`src/rtl/alu_pkg.sv`:
```
// rtl/alu_pkg.sv - shared widths, unit select codes and FSM encoding for the ALU dispatcher
package alu_pkg;

  localparam int A_WIDTH_DEF = 16;
  localparam int B_WIDTH_DEF = 16;
  localparam int OUT_WIDTH   = A_WIDTH_DEF + B_WIDTH_DEF;

  localparam logic [1:0] UNIT_ARITH = 2'b00;
  localparam logic [1:0] UNIT_LOGIC = 2'b01;
  localparam logic [1:0] UNIT_CMP   = 2'b10;
  localparam logic [1:0] UNIT_SHIFT = 2'b11;

  typedef enum logic [1:0] {
    IDLE  = 2'd0,
    ISSUE = 2'd1,
    WAIT  = 2'd2,
    RESP  = 2'd3
  } state_e;

endpackage

```
`src/rtl/alu_rsp_mux.sv`:
```
// rtl/alu_rsp_mux.sv - combinational 4:1 select of unit result and flag by unit select
module alu_rsp_mux
  import alu_pkg::*;
#(
  parameter int OUT_W = OUT_WIDTH
) (
  input  logic [1:0]       unit_sel_i,
  input  logic [OUT_W-1:0] arith_out_i,
  input  logic [OUT_W-1:0] logic_out_i,
  input  logic [OUT_W-1:0] cmp_out_i,
  input  logic [OUT_W-1:0] shift_out_i,
  input  logic             arith_flag_i,
  input  logic             logic_flag_i,
  input  logic             cmp_flag_i,
  input  logic             shift_flag_i,
  output logic [OUT_W-1:0] out_o,
  output logic             flag_o
);

  always_comb begin
    out_o  = '0;
    flag_o = 1'b0;
    case (unit_sel_i)
      UNIT_ARITH: begin out_o = arith_out_i; flag_o = arith_flag_i; end
      UNIT_LOGIC: begin out_o = logic_out_i; flag_o = logic_flag_i; end
      UNIT_CMP:   begin out_o = cmp_out_i;   flag_o = cmp_flag_i;   end
      UNIT_SHIFT: begin out_o = shift_out_i; flag_o = shift_flag_i; end
      default:    begin out_o = '0;          flag_o = 1'b0;         end
    endcase
  end

endmodule

```
`src/rtl/alu_op_dispatcher.sv`:
```
// rtl/alu_op_dispatcher.sv - command-side initiator: latch operands, pulse one unit enable, await its flag, return result or timeout
module alu_op_dispatcher
  import alu_pkg::*;
#(
  parameter int A_WIDTH = A_WIDTH_DEF,
  parameter int B_WIDTH = B_WIDTH_DEF,
  parameter int TIMEOUT = 8
) (
  input  logic                       clk,
  input  logic                       rst,
  input  logic                       cmd_valid,
  output logic                       cmd_ready,
  input  logic [3:0]                 cmd_func,
  input  logic [A_WIDTH-1:0]         cmd_a,
  input  logic [B_WIDTH-1:0]         cmd_b,
  output logic [A_WIDTH-1:0]         ALU_A,
  output logic [B_WIDTH-1:0]         ALU_B,
  output logic [1:0]                 ALU_FUNC,
  output logic                       Arith_Enable,
  output logic                       Logic_Enable,
  output logic                       CMP_Enable,
  output logic                       SHIFT_Enable,
  input  logic [A_WIDTH+B_WIDTH-1:0] Arith_OUT,
  input  logic [A_WIDTH+B_WIDTH-1:0] Logic_OUT,
  input  logic [A_WIDTH+B_WIDTH-1:0] CMP_OUT,
  input  logic [A_WIDTH+B_WIDTH-1:0] SHIFT_OUT,
  input  logic                       Arith_Flag,
  input  logic                       Logic_Flag,
  input  logic                       CMP_Flag,
  input  logic                       SHIFT_Flag,
  output logic                       rsp_valid,
  input  logic                       rsp_ready,
  output logic [A_WIDTH+B_WIDTH-1:0] rsp_data,
  output logic                       rsp_err
);

  localparam int OUT_W = A_WIDTH + B_WIDTH;
  localparam logic [7:0] TIMER_LAST = 8'(TIMEOUT - 1);

  state_e             state_q, state_d;
  logic [A_WIDTH-1:0] alu_a_q, alu_a_d;
  logic [B_WIDTH-1:0] alu_b_q, alu_b_d;
  logic [1:0]         alu_func_q, alu_func_d;
  logic [1:0]         unit_sel_q, unit_sel_d;
  logic [7:0]         timer_q, timer_d;
  logic [OUT_W-1:0]   rsp_data_q, rsp_data_d;
  logic               rsp_err_q, rsp_err_d;
  logic [OUT_W-1:0]   sel_out;
  logic               sel_flag;

  alu_rsp_mux #(.OUT_W(OUT_W)) u_rsp_mux (
    .unit_sel_i   (unit_sel_q),
    .arith_out_i  (Arith_OUT),
    .logic_out_i  (Logic_OUT),
    .cmp_out_i    (CMP_OUT),
    .shift_out_i  (SHIFT_OUT),
    .arith_flag_i (Arith_Flag),
    .logic_flag_i (Logic_Flag),
    .cmp_flag_i   (CMP_Flag),
    .shift_flag_i (SHIFT_Flag),
    .out_o        (sel_out),
    .flag_o       (sel_flag)
  );

  always_ff @(posedge clk or posedge rst) begin
    if (rst) begin
      state_q    <= IDLE;
      alu_a_q    <= '0;
      alu_b_q    <= '0;
      alu_func_q <= '0;
      unit_sel_q <= '0;
      timer_q    <= '0;
      rsp_data_q <= '0;
      rsp_err_q  <= 1'b0;
    end else begin
      state_q    <= state_d;
      alu_a_q    <= alu_a_d;
      alu_b_q    <= alu_b_d;
      alu_func_q <= alu_func_d;
      unit_sel_q <= unit_sel_d;
      timer_q    <= timer_d;
      rsp_data_q <= rsp_data_d;
      rsp_err_q  <= rsp_err_d;
    end
  end

  always_comb begin
    state_d    = state_q;
    alu_a_d    = alu_a_q;
    alu_b_d    = alu_b_q;
    alu_func_d = alu_func_q;
    unit_sel_d = unit_sel_q;
    timer_d    = timer_q;
    rsp_data_d = rsp_data_q;
    rsp_err_d  = rsp_err_q;
    case (state_q)
      IDLE: begin
        if (cmd_valid) begin
          alu_a_d    = cmd_a;
          alu_b_d    = cmd_b;
          alu_func_d = cmd_func[1:0];
          unit_sel_d = cmd_func[3:2];
          state_d    = ISSUE;
        end
      end
      ISSUE: begin
        timer_d = '0;
        state_d = WAIT;
      end
      WAIT: begin
        // A flag on the expiry cycle wins over the timeout.
        if (sel_flag) begin
          rsp_data_d = sel_out;
          rsp_err_d  = 1'b0;
          state_d    = RESP;
        end else if (timer_q == TIMER_LAST) begin
          rsp_data_d = '0;
          rsp_err_d  = 1'b1;
          state_d    = RESP;
        end else begin
          timer_d = timer_q + 8'd1;
        end
      end
      RESP: begin
        if (rsp_ready) state_d = IDLE;
      end
      default: state_d = IDLE;
    endcase
  end

  assign cmd_ready    = (state_q == IDLE) && !rst;
  assign Arith_Enable = (state_q == ISSUE) && (unit_sel_q == UNIT_ARITH);
  assign Logic_Enable = (state_q == ISSUE) && (unit_sel_q == UNIT_LOGIC);
  assign CMP_Enable   = (state_q == ISSUE) && (unit_sel_q == UNIT_CMP);
  assign SHIFT_Enable = (state_q == ISSUE) && (unit_sel_q == UNIT_SHIFT);
  assign ALU_A        = alu_a_q;
  assign ALU_B        = alu_b_q;
  assign ALU_FUNC     = alu_func_q;
  assign rsp_valid    = (state_q == RESP);
  assign rsp_data     = rsp_data_q;
  assign rsp_err      = rsp_err_q;

endmodule

```
`config.mk`:
```
export PLATFORM = sky130hd
export DESIGN_NAME = alu_op_dispatcher
export DESIGN_NICKNAME = d
export VERILOG_FILES = /design/src/rtl/alu_pkg.sv /design/src/rtl/alu_rsp_mux.sv /design/src/rtl/alu_op_dispatcher.sv
export SDC_FILE = /design/constraint.sdc
export NUM_CORES = 1
export LEC_CHECK = 0
export ABC_AREA = 1
export ABC_CLOCK_PERIOD_IN_PS = 2350
export CAP_MARGIN = 20
export CORE_UTILIZATION = 36
export CTS_BUF_LIST = sky130_fd_sc_hd__clkbuf_8
export DETAILED_ROUTE_END_ITERATION = 10
export PLACE_DENSITY = 0.79
export SLEW_MARGIN = 30
export SYNTH_ARGS = -nofsm -noshare
export SYNTH_HDL_FRONTEND = slang
export SYNTH_HIERARCHICAL = 1
export SYNTH_SLANG_ARGS = --single-unit
```
`constraint.sdc`:
```
create_clock -name clk -period 2.35 [get_ports clk]
set_clock_uncertainty 0.1 [all_clocks]
set_input_delay 0.47 -clock clk [delete_from_list [all_inputs] [get_ports clk]]
set_output_delay 0.47 -clock clk [all_outputs]
set_load 0.05 [all_outputs]
```
==> insert_results.sql <==
INSERT INTO impl_metrics (metric_group, metric, value, unit) VALUES
('run_status', 'run_status', 'complete, but fails checks', ''),
('run_status', 'violations', 'DRC', ''),
('power_and_ir_drop', 'p_int', '0.00451', 'W'),
('layout', 'multi_input_area', '0.00205', 'mm²'),
('logic_synthesis', 'yosysWarningCount', '6', ''),
('logic_synthesis', 'ys.flop_type', 'dfrtp_1', ''),
('die', 'chipHeight', '112', 'µm'),
('cts', 'cts_root_buffer', 'clkbuf_8', ''),
('cts', 'cts-buffers-inserted', '9', ''),
('place', 'detailedPlacementHpwl', '10.8', 'mm'),
('critical_path', 'path_cells', 'clkdlybuf4s50_1', ''),
('logic_synthesis', 'synth_area_per_cell', '8.30', 'µm²'),
('critical_path', 'path_max_fanout', '2', ''),
('critical_path', 'worst_path_max_delay_cell', 'clkdlybuf4s50_1', ''),
('logic_synthesis', 'synth_top_cell_by_area', 'dfrtp_1', ''),
('grt', 'overflow', '0', ''),
('sta', 'worst_slew_pin_slew', '0.650', 'ns'),
('die', 'standard_cell_rows', '39', ''),
('die', 'design.core.area', '0.0116', 'mm²'),
('cts', 'clock_insertion_delay_worst_skew', '0.35', 'ns'),
('layout', 'n_antenna_cell', '0', ''),
('power_and_ir_drop', 'leakagePower', '3.07', 'nW'),
('layout', 'filler_cell_count', '989', ''),
('critical_path', 'setup.worst_path.class', 'reg -> out', ''),
('routing', 'wire_per_inst', '15.3', 'µm'),
('routing', 'route.vias.total', '4657', ''),
('critical_path', 'cp_num_buf_inv', '1', ''),
('routing', 'route.detailed.drc', '19', ''),
('logic_synthesis', 'biggest_area_contributors_in_the_synthesized_netlist', 'dfrtp_1 46%, nand3_1 17%, nand2_1 12%', ''),
('critical_path', 'wp_data_arrival', '1.57', 'ns'),
('logic_synthesis', 'synth-seq-cells', '79', ''),
('sta', 'grt_setup_unrepaired', 'false', ''),
('power_and_ir_drop', 'vdd_ir_drop_max', '0.000549', 'V'),
('layout', 'drive_gt1_share', '10.8', '%'),
('job', 'timing.max_cap.violations', '0', ''),
('grt', 'track_usage', '22.4', '%'),
('cts', 'path_clk_slew', '0.09', 'ns'),
('logic_synthesis', 'synthDominantCellAreaShare', '45.5', '%'),
('layout', 'sequential_cell_area', '0.00198', 'mm²'),
('sta', 'final_max_slew_viol_count', '0', ''),
('worst_hold_path', 'holdCritPathClass', 'reg -> reg', ''),
('power_and_ir_drop', 'power_switching', '0.00479', 'W'),
('critical_path', 'worst_setup_path_start_kind', 'flip-flop', ''),
('sta', 'setup-tns-final', '0', 'ns'),
('routing', 'drt_wl_total', '13.8', 'mm'),
('power_and_ir_drop', 'share_clk_of_total_power', '9.9', '%'),
('routing', 'firstDrtPassIters', '10', ''),
('layout', 'final_cells', '901', ''),
('routing', 'vias_per_cell', '5.17', ''),
('cts', 'clk_path_buf_depth', '2', ''),
('place', 'placedCellCount', '885', ''),
('place', 'gp_congestion', '0.826', ''),
('cts', 'cts.sinks', '79', ''),
('sta', 'slew_headroom', '56.5', '%'),
('sta', 'layout_worst_path_cycle_share', '91.2', '%'),
('critical_path', 'worstPathRequired', '1.78', 'ns'),
('logic_synthesis', 'yosysMostFrequentCell', 'nand3_1', ''),
('critical_path', 'worst_path_max_stage_delay', '0.87', 'ns'),
('routing', 'drt-initial-drc-count', '386', ''),
('cts', 'cts_tree', 'done', ''),
('power_and_ir_drop', 'p_sw_share', '51.5', '%'),
('logic_synthesis', 'synth-edff-count', '0', ''),
('die', 'die_outline_area', '0.0125', 'mm²'),
('die', 'die_w', '112', 'µm'),
('power_and_ir_drop', 'powerDensity', '1320', 'mW/mm²'),
('critical_path', 'critPathCaptureType', 'primary output', ''),
('power_and_ir_drop', 'power.sequential.fraction', '25.7', '%'),
('logic_synthesis', 'mappedNetlistNets', '700', ''),
('logic_synthesis', 'yosys.cell_types.count', '21', ''),
('grt', 'grt_pass1_vias', '4561', ''),
('sta', 'finalSetupViolCount', '0', '');
registers in the layout, summed over array words and instances (netlist names):
register,cells
ALU_A,16
rsp_err,1
ALU_B,16
rsp_data,32
ALU_FUNC,2
state_q,2
unit_sel_q,2
timer_q,8
power by group through the flow:
stage                     Clock [W]  Sequential [W]  Combinational (W)
after global placement            0         0.00238            0.00591
after floorplan                   0         0.00418            0.00219
after CTS                  0.000963         0.00239            0.00601
after global routing        0.00102         0.00247            0.00637
after detailed placement          0         0.00242            0.00600
final                      0.000920         0.00239            0.00599
what timing repair did:
action,4_1_cts,5_1_grt
gates resized for setup,0,1
setup endpoints to repair,0,1
buffers inserted,0,0
cell type report:
type / count / area share (%)
multi-input cells: 383 / 29.1
clock buffers: 9 / 1.75
repair buffers: 256 / 36.5
flip-flops and latches: 79 / 28.0
clock inverters: 7 / 0.779
inverters: 24 / 1.33
well taps: 143 / 2.53
path summary, 6_finish.rpt:
path | slack (ns) | depth (start not counted) | start | end
max reg2reg | 0.46 | 8 | timer_q[0] | rsp_data[1]
min | 0.40 | 2 | rsp_data[13] | rsp_data[13]
max in group asynchronous | 1.31 | 3 | rst | unit_sel_q[1]
max | 0.21 | 1 | rsp_data[28] | rsp_data[28]
min in group asynchronous | 0.50 | 3 | rst | ALU_FUNC[1]
min reg2reg | 0.40 | 2 | rsp_data[13] | rsp_data[13]
metal layers:
layer,GRT usage [%],wire (µm)
met1,25.8,5310
met2,39.2,6670
met3,5.61,1420
met4,9.82,358
met5,0,0
stage by stage:
stage	worst slack [ns]	hold slack, ns	area (µm²)	util (%)	total power (W)
after global placement	0.335	0.383	6880	59.5	0.00828
after CTS	0.0393	0.406	7060	61.0	0.00936
after detailed placement	0.294	0.387	6880	59.5	0.00842
after global routing	0.0668	0.431	7060	61.1	0.00986
final	0.207	0.400	7060	61.1	0.00929
after floorplan	0.0553	0.390	4340	-	0.00638
logic make-up after synthesis:
| family | after synthesis | synth area share, % |
|---|---|---|
| buffers and inverters | 61 | 7.26 |
| multiplexers | 34 | 8.82 |
| AND/OR/NAND/NOR | 335 | 35.6 |
| adder cells (fa/ha/maj) | 5 | 1.44 |
| AO/OA/AOI/OAI | 9 | 1.33 |
| flip-flops | 79 | 45.5 |
layout by cell type, fill, tap and decap left out, drive strengths merged:
master and instances:
o21ai 5, nand2 136, mux2 34, nor3 6, clkbuf 9, clkdlybuf4s50 238, inv 27, nand3 146
dfrtp 79, ha 5, a21oi 3, clkinv 1, o22ai 1, clkinvlp 3, buf 18, nand4 34
nor2 13
Note: power is estimated with default switching activity, not from simulation.
==> edit 1: new RTL, config.mk and constraints unchanged <==
Reset style: synchronous (`rst`), changed in one clocked block.
--- a/src/rtl/alu_op_dispatcher.sv
+++ b/src/rtl/alu_op_dispatcher.sv
@@ -62,7 +62,7 @@
     .flag_o       (sel_flag)
   );
 
-  always_ff @(posedge clk or posedge rst) begin
+  always_ff @(posedge clk) begin
     if (rst) begin
       state_q    <= IDLE;
       alu_a_q    <= '0;
Behaviour: differs if rst is asserted again (counterexample within 4 cycles, from zero or initial values and one cycle with rst high); with rst held inactive, the same outputs for 10 cycles.
==> edit 1 against the unedited design <==
- non-clock buffer count grew 2
- combinational power decreased by 42%
- design area decreased by 4.1%
- highest routed layer unchanged
- wire length increased by 7.9%
- sequential cell count did not move
- critical endpoint is now rsp_data[21]
- hold slack lost 0.040 ns
- area after synthesis shrank 6.5%
- setup slack gained 0.019 ns
- total power is 30% lower
==> edit 1: results (changes against the unedited design) <==
* Sequential area share after synthesis at 0.390 (-0.0658)
* Met2 Wirelength at 6970 um (+4.4%)
* Dpl cells at 955 (+7.9%)
* Final nets at 1003 (+7.8%)
* Static Leak at 0.00252 uW (-18%)
* Starting DRT DRC Count at 520 (+35%)
* Worst r2r dst: state_q[1]$_SDFFE_PP0P_
* DRT Pass-1 Iters at 5 (-5)
* Slew margin rel. at 0.610 (+0.0447)
* Hold EP: timer_q[5]$_SDFFE_PP0P_
* M1 wire length at 5890 um (+11%)
* Pin count of the biggest net entering global routing at 42 (-48%)
* Min-Delay Path Depth at 4 (+2)
* Share of layout cells above drive strength 1 at 0.0626 (-0.0456)
* Hpwl dp at 11000 um (+2.5%)
* Total number of vias at 5121 (+10%)
* Worst EP arrival at 1.55 ns (-0.02 ns)
* Dpl cell area at 0.00654 mm^2 (-5.0%)
* Fin Hold WS at 0.361 ns (-0.0397 ns)
* WL met3 at 1740 um (+23%)
* Syn nets at 783 (+12%)
* Total GRT Usage at 0.244 (+0.0201)
* Yosys cell types at 22 (+4.8%)
* Clock tree buffer depth at 2 (unchanged)
* Beginning of the worst hold path: rst
* Peak VDD IR at 0.000785 V (+43%)
* Worst min-delay path category: in -> reg
* FF-to-FF Start: unit_sel_q[0]$_SDFFE_PP0P_
* Vias per inst at 5.27 (+2.0%)
* Top cells by area, synth: dfxtp_1 39%, nand3_1 18%, nand2_1 8.5%, nor2_1 7.6%, a21oi_1 5.4%
* Synth area leader: dfxtp_1
* Warnings from Yosys at 6 (unchanged)
* Ant. Diodes at 0 (unchanged)
* Async set-reset flop share out of synthesis at 0 (-1.00)
* Max reg flops at 32 (unchanged)
* Critical-path top delay cell: clkdlybuf4s50_1
* Cells after synthesis at 606 (+16%)
* Worst path top cell family by delay: buffers and inverters
* Reg2reg path depth at 8 (unchanged)
* Place WS at 0.106 ns (-0.188 ns)
* Worst reg-to-reg setup slack at 0.38 ns (-0.08 ns)
* Internal power at 3500 uW (-22%)
* CP peak stage delay at 0.82 ns (-0.05 ns)
* Global-route wire length before repair at 22400 um (+0.93%)
* Vias in the first global route at 4724 (+3.6%)
* Worst-Skew Late Latency at 0.35 ns (about the same)
* Top cells by count, synth: 143 x nand3_1, 92 x nand2_1, 82 x nor2_1
* Worst-path clk slew at 0.08 ns
* GP Congestion at 0.886 (+7.2%)
* CTS root buf: clkbuf_8
* Wire per inst at 15.3 um (+0.11%)
* Outcome: complete, no violations
* H-tree depth at 3 (unchanged)
* Port Buffers at 244 (unchanged)
edit 1: cell type report:
class / instances / area, um^2
inverters: 23 / 86.3
well taps: 140 / 175
flip-flops and latches: 79 / 1580
clock buffers: 9 / 124
multi-input cells: 455 / 2160
clock inverters: 7 / 113
fillers: 956 / 4160
repair buffers: 258 / 2530
edit 1: kinds of logic after synthesis:
group	after synthesis	share of synthesized area
AO/OA/AOI/OAI	84	0.104
adder cells (fa/ha/maj)	5	0.0154
buffers and inverters	72	0.0792
flip-flops	79	0.390
AND/OR/NAND/NOR	366	0.412
edit 1: layer usage:
metal / vias to the layer above / track usage
li1: 2506 / -
met1: 2337 / 0.282
met2: 257 / 0.412
met3: 21 / 0.0874
met4: 0 / 0.0881
met5: - / 0
edit 1: worst max-delay path by stage:
| stage | start | endpoint | slack [ns] | cells after the start |
|---|---|---|---|---|
| 2_1_floorplan | unit_sel_q[0]$_SDFFE_PP0P_ | SHIFT_Enable | 0.15 | 2 |
| 3_3_place_gp | SHIFT_Flag | timer_q[0]$_SDFFE_PP0P_ | 0.22 | 7 |
| 3_5_place_dp | SHIFT_Flag | state_q[1]$_SDFFE_PP0P_ | 0.11 | 8 |
| 4_1_cts | rsp_data[21]$_SDFFE_PP0P_ | rsp_data[21] | 0.19 | 1 |
| 5_1_grt | ALU_A[1]$_SDFFE_PP0P_ | ALU_A[1] | 0.16 | 1 |
| 6_report | rsp_data[21]$_SDFFE_PP0P_ | rsp_data[21] | 0.23 | 1 |
edit 1: power groups by stage:
stage               Sequential (uW)  Clock [uW]  Combinational [uW]
finish                         1820        1210                3450
global route                   1850        1300                3700
CTS                            1820        1230                3440
detailed placement             1840           0                3430
global placement               1830           0                3370
floorplan                      2630           0                1460
==> edit 2: new RTL, same flow settings <==
Without the edit above. `B_WIDTH_DEF`: 16 -> 12.
--- a/src/rtl/alu_pkg.sv
+++ b/src/rtl/alu_pkg.sv
@@ -2,7 +2,7 @@
 package alu_pkg;
 
   localparam int A_WIDTH_DEF = 16;
-  localparam int B_WIDTH_DEF = 16;
+  localparam int B_WIDTH_DEF = 12;
   localparam int OUT_WIDTH   = A_WIDTH_DEF + B_WIDTH_DEF;
 
   localparam logic [1:0] UNIT_ARITH = 2'b00;
Interface: changed (7 resized); port bits go from 245 to 217. No check against the original RTL was run, so the function may have changed too.
==> edit 2 against the unedited design <==
- register-to-register slack improved by 0.05 ns
- synthesized cell count decreased by 8.6%
- wire length decreased by 4.4%
- setup slack got worse by 0.084 ns
- sequential cell count decreased by 8
- die area decreased by 3.6%
- area after synthesis decreased by 3.6%
- largest cell class unchanged
- total power decreased by 4.9%
- design area decreased by 6.3%
- global-route usage decreased by 0.42 points
==> edit 2: results (changes against the unedited design) <==
* Outcome: complete, no violations
* Compound-gate portion of the synthesized area at 0.00897 (-0.00429)
* Clk. pwr at 1120 uW (+22%)
* Hpwl dp at 9930 um (-7.8%)
* Peak VDD IR at 0.00107 V (+94%)
* Starting DRT DRC Count at 173 (-55%)
* P per Cell Area at 1340 mW/mm^2 (+1.5%)
* Sequential area share after synthesis at 0.425 (-0.0307)
* Dpl cell area at 0.00638 mm^2 (-7.2%)
* Vias per inst at 5.11 (-1.2%)
* Port Buffers at 216 (-11%)
* Top cells by count, synth: 117 x nand2_1, 92 x nand3_1, 71 x dfrtp_1
* Switching power total at 4460 uW (-6.8%)
* Fraction of area in multi-input gates at 0.308 (+0.0178)
* Syn nets at 635 (-9.3%)
* Critical-path top delay cell: dfrtp_2
* Area Growth Syn to Fin at 58.2%
* Buffering overhead at 0.348 (-0.0173)
* Vias in the first global route at 4182 (-8.3%)
* Dpl cells at 809 (-8.6%)
* Pin count of the biggest net entering global routing at 72 (-10%)
* Max reg flops at 28 (-13%)
* Final cell count without fillers at 825 (-8.4%)
* Worst path top cell family by delay: flip-flops
* Fin Hold WS at 0.403 ns (+0.00299 ns)
* Global-route wire length before repair at 20100 um (-9.3%)
* DRT Pass-1 Iters at 5 (-5)
* Finished Core Util at 0.597 (-0.0136)
* CP Max Fanout at 19 (+17)
* Final nets at 837 (-10%)
* Yosys cell types at 25 (+19%)
* FILL cells at 955 (-3.4%)
* Synth Area in Adders at 0.0150 (+0.000543)
* Worst EP arrival at 1.66 ns (+0.09 ns)
* Static Leak at 0.00289 uW (-5.6%)
* Total GRT Usage at 0.220 (-0.00416)
* Worst reg-to-reg setup slack at 0.51 ns (+0.05 ns)
* FFs & Latches at 71 (-10%)
* Total wire length at 13200 um (-4.4%)
* Combinational share of power at 0.626 (-0.018)
* Total power at 8840 uW (-4.9%)
* Non-Clock Inverter Count at 23 (-4.2%)
* Syn Area/Cell at 8.75 um^2 (+5.4%)
* Beginning of the worst hold path: rsp_data[27]$_DFFE_PP0P_
* Signal buffers at 226 (-12%)
* Period utilization at 0.948 (+0.0359)
* Place WS at 0.307 ns (+0.0131 ns)
[edit 2: metal layers]
metal	share of wire	vias up	track usage
met1	0.38	1994	0.236
met3	0.073	24	0.0569
met2	0.52	170	0.409
met4	0.022	0	0.0819
met5	0	-	0
li1	-	2025	-
[edit 2: final timing paths]
check	cells after the start	end
setup / recovery	3	SHIFT_Enable
hold / removal	2	rsp_data[27]$_DFFE_PP0P_
setup reg to reg	6	rsp_data[26]$_DFFE_PP0P_
hold reg to reg	2	rsp_data[27]$_DFFE_PP0P_
max in group asynchronous	3	unit_sel_q[0]$_DFFE_PP0P_
min in group asynchronous	3	state_q[0]$_DFFE_PP0P_
[edit 2: what timing repair did]
| item | CTS | global route |
|---|---|---|
| resized for setup | 0 | 1 |
| endpoints found under the setup margin | 0 | 1 |
| endpoints found under the hold margin | 0 | 0 |
| setup buffers | 0 | 0 |
